[src/rtl/ad_sample_filter_pkg.sv]
// Shared types and defaults for the ADC sample filter.
package ad_filter_pkg;
   typedef enum logic {FILL = 1'b0, RUN = 1'b1} state_t;

   localparam int DEF_SAMPLE_DIV = 100000;
   localparam int DEF_LOG2_LEN   = 3;
   localparam int AD_W           = 8;

   // Accumulator width: one ADC byte plus log2 of the window length.
   function automatic int sum_w(input int log2_len);
      return AD_W + log2_len;
   endfunction
endpackage

[src/rtl/ad_sample_filter_if.sv]
// Signal bundle between the ADC filter and its neighbours.
interface ad_sample_filter_if;
   import ad_filter_pkg::*;

   logic [AD_W-1:0] ad_data;
   logic            en;
   logic [AD_W-1:0] th_high;
   logic [AD_W-1:0] th_low;
   logic [AD_W-1:0] avg_data;
   logic            avg_valid;
   logic            filled;
   logic            over;

   modport master (output ad_data, en, th_high, th_low,
                   input  avg_data, avg_valid, filled, over);
   modport slave  (input  ad_data, en, th_high, th_low,
                   output avg_data, avg_valid, filled, over);
endinterface

[src/rtl/ad_sample_filter_tick_gen.sv]
// Free-running sample-rate divider; emits a registered one-cycle tick.
module sample_tick_gen
   import ad_filter_pkg::*;
#(
   parameter int SAMPLE_DIV = DEF_SAMPLE_DIV
) (
   input  logic clk,
   input  logic rst,
   input  logic en,
   output logic tick
);
   localparam int CNT_W = $clog2(SAMPLE_DIV);

   logic [CNT_W-1:0] cnt;

   always_ff @(posedge clk) begin
      if (rst) begin
         cnt  <= '0;
         tick <= 1'b0;
      end else if (!en) begin
         cnt  <= '0;
         tick <= 1'b0;
      end else if (cnt == CNT_W'(SAMPLE_DIV - 1)) begin
         cnt  <= '0;
         tick <= 1'b1;
      end else begin
         cnt  <= cnt + 1'b1;
         tick <= 1'b0;
      end
   end
endmodule

[src/rtl/ad_sample_filter.sv]
// Moving-average filter over a circular buffer of ADC samples, with a
// hysteresis threshold flag on each published average.
module ad_sample_filter
   import ad_filter_pkg::*;
#(
   parameter int SAMPLE_DIV = DEF_SAMPLE_DIV,
   parameter int LOG2_LEN   = DEF_LOG2_LEN
) (
   input logic               clk,
   input logic               rst,
   ad_sample_filter_if.slave io
);
   localparam int LEN    = 1 << LOG2_LEN;
   localparam int SUM_W  = sum_w(LOG2_LEN);
   localparam int FILL_W = LOG2_LEN + 1;

   logic                tick;
   state_t              state, state_nxt;
   logic [AD_W-1:0]     win_buf [LEN];
   logic [LOG2_LEN-1:0] wr_ptr;
   logic [FILL_W-1:0]   fill_cnt;
   logic                fill_done;
   logic [SUM_W-1:0]    sum_p0, sum_nxt;
   logic                vld_p0, strobe_nxt, filled_p0;
   logic [AD_W-1:0]     avg_p1;
   logic                vld_p1, over_p1;

   function automatic logic [AD_W-1:0] avg_of(input logic [SUM_W-1:0] s);
      return AD_W'(s >> LOG2_LEN);
   endfunction

   function automatic logic hyst(input logic [AD_W-1:0] a, input logic [AD_W-1:0] hi,
                                 input logic [AD_W-1:0] lo, input logic cur);
      if (a > hi)      return 1'b1;
      else if (a < lo) return 1'b0;
      else             return cur;
   endfunction

   sample_tick_gen #(.SAMPLE_DIV(SAMPLE_DIV)) u_tick (
      .clk  (clk),
      .rst  (rst),
      .en   (io.en),
      .tick (tick)
   );

   always_comb begin
      state_nxt  = state;
      sum_nxt    = sum_p0;
      strobe_nxt = 1'b0;
      fill_done  = (fill_cnt == FILL_W'(LEN - 1));
      if (tick) begin
         case (state)
            FILL: begin
               sum_nxt = sum_p0 + SUM_W'(io.ad_data);
               if (fill_done) begin
                  state_nxt  = RUN;
                  strobe_nxt = 1'b1;
               end
            end
            RUN: begin
               sum_nxt    = sum_p0 + SUM_W'(io.ad_data) - SUM_W'(win_buf[wr_ptr]);
               strobe_nxt = 1'b1;
            end
            default: ;
         endcase
      end
   end

   always_ff @(posedge clk) begin
      if (rst) state <= FILL;
      else     state <= state_nxt;
   end

   // Stage p0: accumulate on the tick edge and advance the write pointer.
   always_ff @(posedge clk) begin
      if (rst) begin
         sum_p0    <= '0;
         wr_ptr    <= '0;
         fill_cnt  <= '0;
         vld_p0    <= 1'b0;
         filled_p0 <= 1'b0;
      end else begin
         vld_p0 <= strobe_nxt;
         if (tick) begin
            sum_p0 <= sum_nxt;
            wr_ptr <= wr_ptr + 1'b1;
            if (state == FILL) fill_cnt <= fill_cnt + 1'b1;
            if (state == FILL && fill_done) filled_p0 <= 1'b1;
         end
      end
   end

   // Buffer contents are never reset: FILL treats old entries as zero.
   always_ff @(posedge clk) begin
      if (tick) win_buf[wr_ptr] <= io.ad_data;
   end

   // Stage p1: publish the average and update the hysteresis flag.
   always_ff @(posedge clk) begin
      if (rst) begin
         avg_p1  <= '0;
         vld_p1  <= 1'b0;
         over_p1 <= 1'b0;
      end else begin
         vld_p1 <= vld_p0;
         if (vld_p0) begin
            avg_p1  <= avg_of(sum_p0);
            over_p1 <= hyst(avg_of(sum_p0), io.th_high, io.th_low, over_p1);
         end
      end
   end

   assign io.avg_data  = avg_p1;
   assign io.avg_valid = vld_p1;
   assign io.filled    = filled_p0;
   assign io.over      = over_p1;
endmodule

[src/flat_wrapper.sv]
// flat-port wrapper written by rule: the top's interface ports become plain ports
module ad_sample_filter_flat import ad_filter_pkg::*;
#(
   parameter int SAMPLE_DIV = DEF_SAMPLE_DIV,
   parameter int LOG2_LEN   = DEF_LOG2_LEN
)
  (clk, rst, io_ad_data, io_en, io_th_high, io_th_low, io_avg_data, io_avg_valid, io_filled, io_over);
  ad_sample_filter_if io_i ();
  input logic clk;
  input logic rst;
  input wire logic [$bits(io_i.ad_data)-1:0] io_ad_data;
  input wire logic [$bits(io_i.en)-1:0] io_en;
  input wire logic [$bits(io_i.th_high)-1:0] io_th_high;
  input wire logic [$bits(io_i.th_low)-1:0] io_th_low;
  output wire logic [$bits(io_i.avg_data)-1:0] io_avg_data;
  output wire logic [$bits(io_i.avg_valid)-1:0] io_avg_valid;
  output wire logic [$bits(io_i.filled)-1:0] io_filled;
  output wire logic [$bits(io_i.over)-1:0] io_over;
  assign io_i.ad_data = io_ad_data;
  assign io_i.en = io_en;
  assign io_i.th_high = io_th_high;
  assign io_i.th_low = io_th_low;
  assign io_avg_data = io_i.avg_data;
  assign io_avg_valid = io_i.avg_valid;
  assign io_filled = io_i.filled;
  assign io_over = io_i.over;
  ad_sample_filter #(.SAMPLE_DIV(SAMPLE_DIV), .LOG2_LEN(LOG2_LEN)) u_core (.clk(clk), .rst(rst), .io(io_i));
endmodule
[config.mk]
export PLATFORM = sky130hd
export DESIGN_NAME = ad_sample_filter_flat
export DESIGN_NICKNAME = d
export VERILOG_FILES = /design/src/rtl/ad_sample_filter_pkg.sv /design/src/rtl/ad_sample_filter_if.sv /design/src/rtl/ad_sample_filter_tick_gen.sv /design/src/rtl/ad_sample_filter.sv /design/src/flat_wrapper.sv
export SDC_FILE = /design/constraint.sdc
export NUM_CORES = 1
export LEC_CHECK = 0
export BUFFER_PORTS_ARGS = -buffer_cell sky130_fd_sc_hd__buf_4
export CAP_MARGIN = 20
export CORE_ASPECT_RATIO = 0.75
export CORE_UTILIZATION = 57
export DETAILED_ROUTE_END_ITERATION = 8
export PLACE_DENSITY = 0.86
export SYNTH_ARGS = -nofsm -noshare
export SYNTH_HDL_FRONTEND = slang
export SYNTH_HIERARCHICAL = 1
export SYNTH_SLANG_ARGS = --single-unit
export TNS_END_PERCENT = 30
[constraint.sdc]
create_clock -name clk -period 10.2 [get_ports clk]
set_input_delay 1.02 -clock clk [delete_from_list [all_inputs] [get_ports clk]]
set_output_delay 1.02 -clock clk [all_outputs]
set_load 0.1 [all_outputs]
==> results by group, run 1 <==
GRT
  • Vias in the first global route: 3631
  • Pin count of the biggest net entering global routing: 34
  • First-pass GRT wire length: 17.7 mm
  • Grt ovf: 0
  • Initial antenna violation count: 0
  • Total track usage: 23.5%

Yosys
  • Async S/R FF share, synth: 0%
  • Syn Inst Count: between 400 and 500
  • Top_reg_cell synth: edfxtp_1
  • Register bit total from synthesis: around 120
  • Post-synth EDFFs: 64
  • Mapped Nets: 525
  • Mean Syn Cell Area: 12.1 um2
  • Distinct cell type count after synthesis: 55
  • Netlist Area Pre-Place: between 5000 and 6000 um2
  • Register area share after synthesis: a little over half
  • YS warnings: 6

Clocking
  • Hold_buf cts: 0
  • Max H-tree Level: 4
  • Longest Clk Path Bufs: 2
  • Clock latency on the worst-skew pair: 0.41 ns
  • CTS Buf Count: 17
  • Postcts setup bufs: 0
  • CTS sink count: between 100 and 150
  • Clock slew at reported path FFs: 0.05 ns
  • TritonCTS clock tree: done
  • Clock root buffer: clkbuf_16
  • Post-CTS Resized: 0

Worst hold path
  • Hold path depth: 1
  • Min-Delay Path Class: reg -> reg

Route
  • DRT Wirelength: roughly 11 mm
  • Drt first pass iters: 4
  • WL per Instance: roughly 17 um
  • Initial drt markers: about 230
  • DR vias: 3728
  • DRC: 0
  • Drt via density: 5.78
  • Antenna-violating nets left: 0

STA
  • Period utilisation layout: a little under two fifths
  • Max-slew headroom: a little over a third
  • Worst slew pin tran: between 0.9 and 1 ns
  • Unrepaired setup endpoints after global routing: no
  • Final Max Slew Viols: 0
  • Max Fclk: approximately 260 MHz
  • Setup Viol. Count Final: 0
  • Fin Hold WS: 0.456 ns
  • Period minus WS final: 3.80 ns
  • Post-Route Setup TNS: 0 ns
  • Final Hold Vio Count: 0
  • Skew final: 0.00955 ns

Die
  • FP Rows: 30
  • DIE HEIGHT: 87.9 um
  • Width of the die: 117 um
  • IO Pins: 38
  • Initial Util: 60.2%
  • Die area: roughly 10000 um2
  • Core Box Area: 9310 um2

Finish
  • Final design utilization: between 70% and 80%
  • Area growth, synth to finish: 18.2%
  • Final Instance Area: between 6000 and 7000 um2
  • Layout cells sized above 1: 17.0%
  • Final Net Count: 568
  • ANT cells: 0

Place
  • DP Area: between 5000 and 6000 um2
  • Port Buffers: 37
  • HPWL Detailed: 7.49 mm
  • Gpl congestion: 0.884

Power
  • Leakage: 2.52 nW
  • Power Density: 174 nW/um2
  • Pwr Total: 0.00116 W
  • Max VDD drop: between 0.15 and 0.2 mV

Worst setup path
  • Slowest-stage cell, CP: or4_1
  • WP data arrival: 4.09 ns
  • CP endpoint kind: flip-flop
  • Max incr delay on CP: roughly 0.42 ns
  • Critical-path cell list: buf_4, ha_1, a21o_1, a21oi_1, xnor2_1, ha_1, a21boi_1, o31ai_1, a21oi_1, or4_1, a21boi_1, mux2_1
  • Crit path kind: in -> reg
  • Kind of start point of the critical path: primary input
  • Crit-path max FO: 9
  • FF-to-FF path depth: 11
  • Crit path required time: 10.49 ns

Job
  • Max_cap viols: 0

Status
  • Status: finished, final reports clean
-- per-layer routing --
layer / routed length [um] / GRT usage, % / vias up / share of wire [%]
met5: 0 / 0 / - / 0
met1: 5100 / 31.2 / 1839 / 46
met3: 466 / 6.71 / 15 / 4.2
met4: 126 / 8.52 / 0 / 1.1
met2: 5290 / 37.3 / 89 / 48
li1: - / - / 1785 / -
-- layout by cell type, fill, tap and decap left out, types with 17 or more instances in the layout --
cell / n
inv_1: 22
mux2i_1: 22
a21oi_1: 20
dfxtp_1: 52
clkbuf_16: 17
buf_4: 39
nor2_1: 61
ha_1: 35
edfxtp_1: 64
-- registers in the layout, indices dropped and copies added (netlist names), named ones only --
| signal | cells |
|---|---|
| u_core/state | 1 |
| u_core/win_buf | 64 |
| u_core/u_tick/cnt | 17 |
| u_core/sum_p0 | 11 |
| u_core/wr_ptr | 3 |
| u_core/io.avg_data | 8 |
| u_core/io.over | 1 |
| u_core/u_tick/tick | 1 |
| u_core/fill_cnt | 4 |
| u_core/vld_p0 | 1 |
| u_core/io.filled | 1 |
| u_core/io.avg_valid | 1 |
-- cell usage after synthesis, types with 2 or more instances --
cell	n	area (um2)
edfxtp_1	64	1920
nor2_1	61	229
dfxtp_1	52	1040
ha_1	35	438
inv_1	22	82.6
mux2i_1	22	220
a21oi_1	20	100
mux4_2	16	360
nand2_1	16	60.1
xnor2_1	16	140
xor2_1	15	131
nand4_1	12	75.1
nand2b_1	9	56.3
nand3_1	9	45.0
nor2b_1	8	50.1
clkbuf_1	7	26.3
a211oi_1	6	45.0
a21o_1	6	45.0
and4_1	6	52.6
nor3_1	5	25.0
o21a_1	5	37.5
o21ai_1	5	25.0
buf_1	4	15.0
nor4_1	3	18.8
o21ai_0	3	15.0
a21boi_1	2	15.0
buf_2	2	10.0
buf_6	2	22.5
o31ai_1	2	15.0
or4_1	2	15.0
-- power breakdown --
group | internal [W] | leakage, nW | switching [W]
Combinational | 0.0000163 | 1.23 | 0.0000204
Clock | 0.000429 | 0.299 | 0.000196
Sequential | 0.000493 | 0.994 | 0.000000332
-- critical path: cells and delay by family --
family / cells / cell delay, ns
AOI/OAI and AO/OA: 6 / 1.34
adders and majority gates: 2 / 0.64
and+or+nand+nor: 1 / 0.42
muxes: 1 / 0.35
xor gates and xnor gates: 1 / 0.18
buffers and inverters: 1 / 0.14
-- cell type report --
cell class,instances,area (um2)
Inverter,22,82.6
Timing Repair Buffer,40,320
Multi-Input combinational cell,308,2480
Fill cell,648,2680
Clock buffer,20,437
Tap cell,128,160
Clock inverter,11,184
Sequential cell,116,2960
-- per-stage QoR --
step / setup slack [ns] / cells
2_1_floorplan: 6.49 / 462
5_1_grt: 6.24 / 645
6_report: 6.40 / 645
3_3_place_gp: 6.15 / 613
4_1_cts: 5.98 / 644
3_5_place_dp: 5.98 / 613
-- cells by family after synthesis --
kind of cell | synth area share (%)
fa+ha+maj | 8.17
compound gates | 7.52
mux | 11.2
flops | 52.8
simple gates | 12.2
xor+xnor | 5.24
buf+inv | 2.92
-- path summary, 6_finish.rpt --
check | from | slack, ns | end
setup / recovery | io_ad_data[1] | 6.40 | u_core/sum_p0[9]
hold / removal | u_core/u_tick/cnt[0] | 0.46 | u_core/u_tick/cnt[0]
setup reg to reg | flip-flop | 6.43 | u_core/sum_p0[9]
hold reg to reg | u_core/u_tick/cnt[0] | 0.46 | u_core/u_tick/cnt[0]
Power figures use the tool's default switching activity.
==> run 2: changes to the inputs <==
clock period = 3.8 ns   (was 10.2 ns; I/O delays follow)
==> results by group, run 2 (synthesis gave the netlist of run 1 again) <==
STA
  • Unrepaired setup endpoints after global routing: no
  • Skew final: 0.00715 ns (-0.00240 ns)
  • Fin Hold WS: 0.226 ns (-0.230 ns)
  • Final Max Slew Viols: 0 (unchanged)
  • Period minus WS final: 3.52 ns
  • Setup Viol. Count Final: 0 (unchanged)
  • Period utilisation layout: 92.7%
  • Final Worst Setup Slack: 0.277 ns (-6.12 ns)
  • Post-Route Setup TNS: 0 ns (unchanged)
  • Final Hold Vio Count: 0 (unchanged)
  • Worst slew pin tran: 1.04 ns (+0.0684 ns)
  • Max Fclk: approximately 280 MHz
  • Max-slew headroom: 30.6% (-4.6 points)

Finish
  • Most frequent cells in the layout: edfxtp_1, nor2_1, dfxtp_1, buf_4, ha_1
  • Multi-input combinational cell area: 2480 um2 (unchanged)
  • ANT cells: 0 (unchanged)
  • Final Net Count: 572 (+0.70%)
  • Max FFs per register: 64 (unchanged)
  • Largest reg by FF count: u_core/win_buf
  • Commonest non-fill, non-tap cell in the layout: edfxtp_1
  • Final Instance Area: 6570 um2 (-0.87%)
  • FILL cells: 654 (+0.93%)
  • Register area: 2960 um2 (unchanged)
  • Largest regs: u_core/win_buf: 64 flops, u_core/u_tick/cnt: 17 flops, u_core/sum_p0: 11 flops
  • Area growth, synth to finish: 17.2%
  • Layout cells sized above 1: 18.8% (+1.8 points)

Place
  • Port Buffers: 37 (unchanged)
  • Gpl congestion: 0.927 (+4.8%)
  • DP Area: 6020 um2 (+0.63%)
  • HPWL Detailed: 7.72 mm (+3.2%)
  • Pre-CTS worst setup slack: 0.311 ns (-5.67 ns)

GRT
  • Grt ovf: 0 (unchanged)
  • Initial antenna violation count: 0 (unchanged)
  • Vias in the first global route: 3503 (-3.5%)
  • First-pass GRT wire length: 17.9 mm (+1.1%)
  • Total track usage: 24.0% (+0.44 points)
  • Pin count of the biggest net entering global routing: 34 (unchanged)

Power
  • Max VDD drop: 0.374 mV (+130%)
  • Pwr Total: 0.00288 W (+150%)
  • Leakage: 2.51 nW (-0.35%)
  • Power Density: 439 nW/um2 (+150%)

Die
  • Initial Util: 60.2% (unchanged)
  • DIE HEIGHT: 87.9 um (unchanged)
  • IO Pins: 38 (unchanged)
  • Width of the die: 117 um (unchanged)
  • Die area: 10200 um2 (unchanged)
  • FP Rows: 30 (unchanged)
  • Core Box Area: 9310 um2 (unchanged)

Worst hold path
  • Min-Delay Path Class: in -> reg
  • Hold path startpoint: io_ad_data[2]

Worst setup path
  • Crit path kind: reg -> reg
  • Crit path required time: 4.08 ns (-6.41 ns)
  • Critical-path cell list: mux4_2, mux2i_1, ha_1, nor2b_1, o21ai_1, a21boi_1, o31ai_1, a21oi_1, or4_1, a21boi_1, mux2_1
  • Critical path's top delay family: multiplexers
  • CP endpoint kind: flip-flop
  • Max incr delay on CP: 0.53 ns (+0.11 ns)
  • WP data arrival: 3.81 ns (-0.28 ns)
  • Crit-path max FO: 3 (-6)
  • Kind of start point of the critical path: flip-flop
  • Crit path buf inv count: 0 (-1)
  • Slowest-stage cell, CP: mux4_2
  • Crit-path most repeated cell: a21boi_1

Clocking
  • CTS Buf Count: 17 (unchanged)
  • Hold_buf cts: 0 (unchanged)
  • Postcts setup bufs: 0 (unchanged)
  • Post-CTS Resized: 0 (unchanged)
  • Clock slew at reported path FFs: 0.06 ns (about the same)
  • CTS sink count: 116 (unchanged)
  • Longest Clk Path Bufs: 2 (unchanged)
  • Max H-tree Level: 4 (unchanged)
  • Clock root buffer: clkbuf_16
  • TritonCTS clock tree: done
  • Clock latency on the worst-skew pair: 0.40 ns (about the same)

Route
  • WL per Instance: 17.3 um (+1.3%)
  • Drt via density: 5.78 (about the same)
  • Antenna-violating nets left: 0 (unchanged)
  • Initial drt markers: 313 (+39%)
  • DRT Wirelength: 11.2 mm (+2.1%)
  • DR vias: 3757 (+0.78%)
  • DRC: 0 (unchanged)
  • Drt first pass iters: 5 (+1)

Status
  • Status: finished, final reports clean

Job
  • Max_cap viols: 0 (unchanged)
[run 2: cell types whose count changed in the layout (fill, tap and decap cells not counted), moves of 3 or more]
cell	delta
clkinv_2	+3
buf_4	+5
bufinv_16	-5
clkbuf_1	-3
inv_4	+3
[run 2: power by group]
group	internal, W	switching [W]
Sequential	0.00132	0.000000877
Combinational	0.0000440	0.0000568
Clock	0.000901	0.000556
[run 2: path summary, 6_finish.rpt]
check	depth (start not counted)	slack, ns	endpoint
max	11	0.28	u_core/sum_p0[9]
min	1	0.23	u_core/win_buf[5][2]
max reg2reg	11	0.28	u_core/sum_p0[9]
min reg2reg	1	0.46	u_core/u_tick/cnt[0]
[run 2: stage by stage]
stage,utilization (%),std cells
finish,70.6,650
global route,70.6,650
CTS,70.6,650
detailed placement,64.6,618
global placement,64.6,618
floorplan,-,462
[run 2: metal layers]
| layer | share of wire [%] | track usage [%] | vias to the layer above |
|---|---|---|---|
| li1 | - | - | 1798 |
| met1 | 46 | 32.8 | 1825 |
| met2 | 47 | 36.4 | 125 |
| met3 | 6.3 | 8.10 | 9 |
| met4 | 0.83 | 7.36 | 0 |
| met5 | 0 | 0 | - |
[run 2: area by class of cell]
type / count / area share (%)
Inverter: 22 / 1.26
Tap cell: 128 / 2.44
Sequential cell: 116 / 45.1
Multi-Input combinational cell: 308 / 37.8
Timing Repair Buffer: 44 / 5.03
Clock buffer: 20 / 7.27
Clock inverter: 12 / 1.14
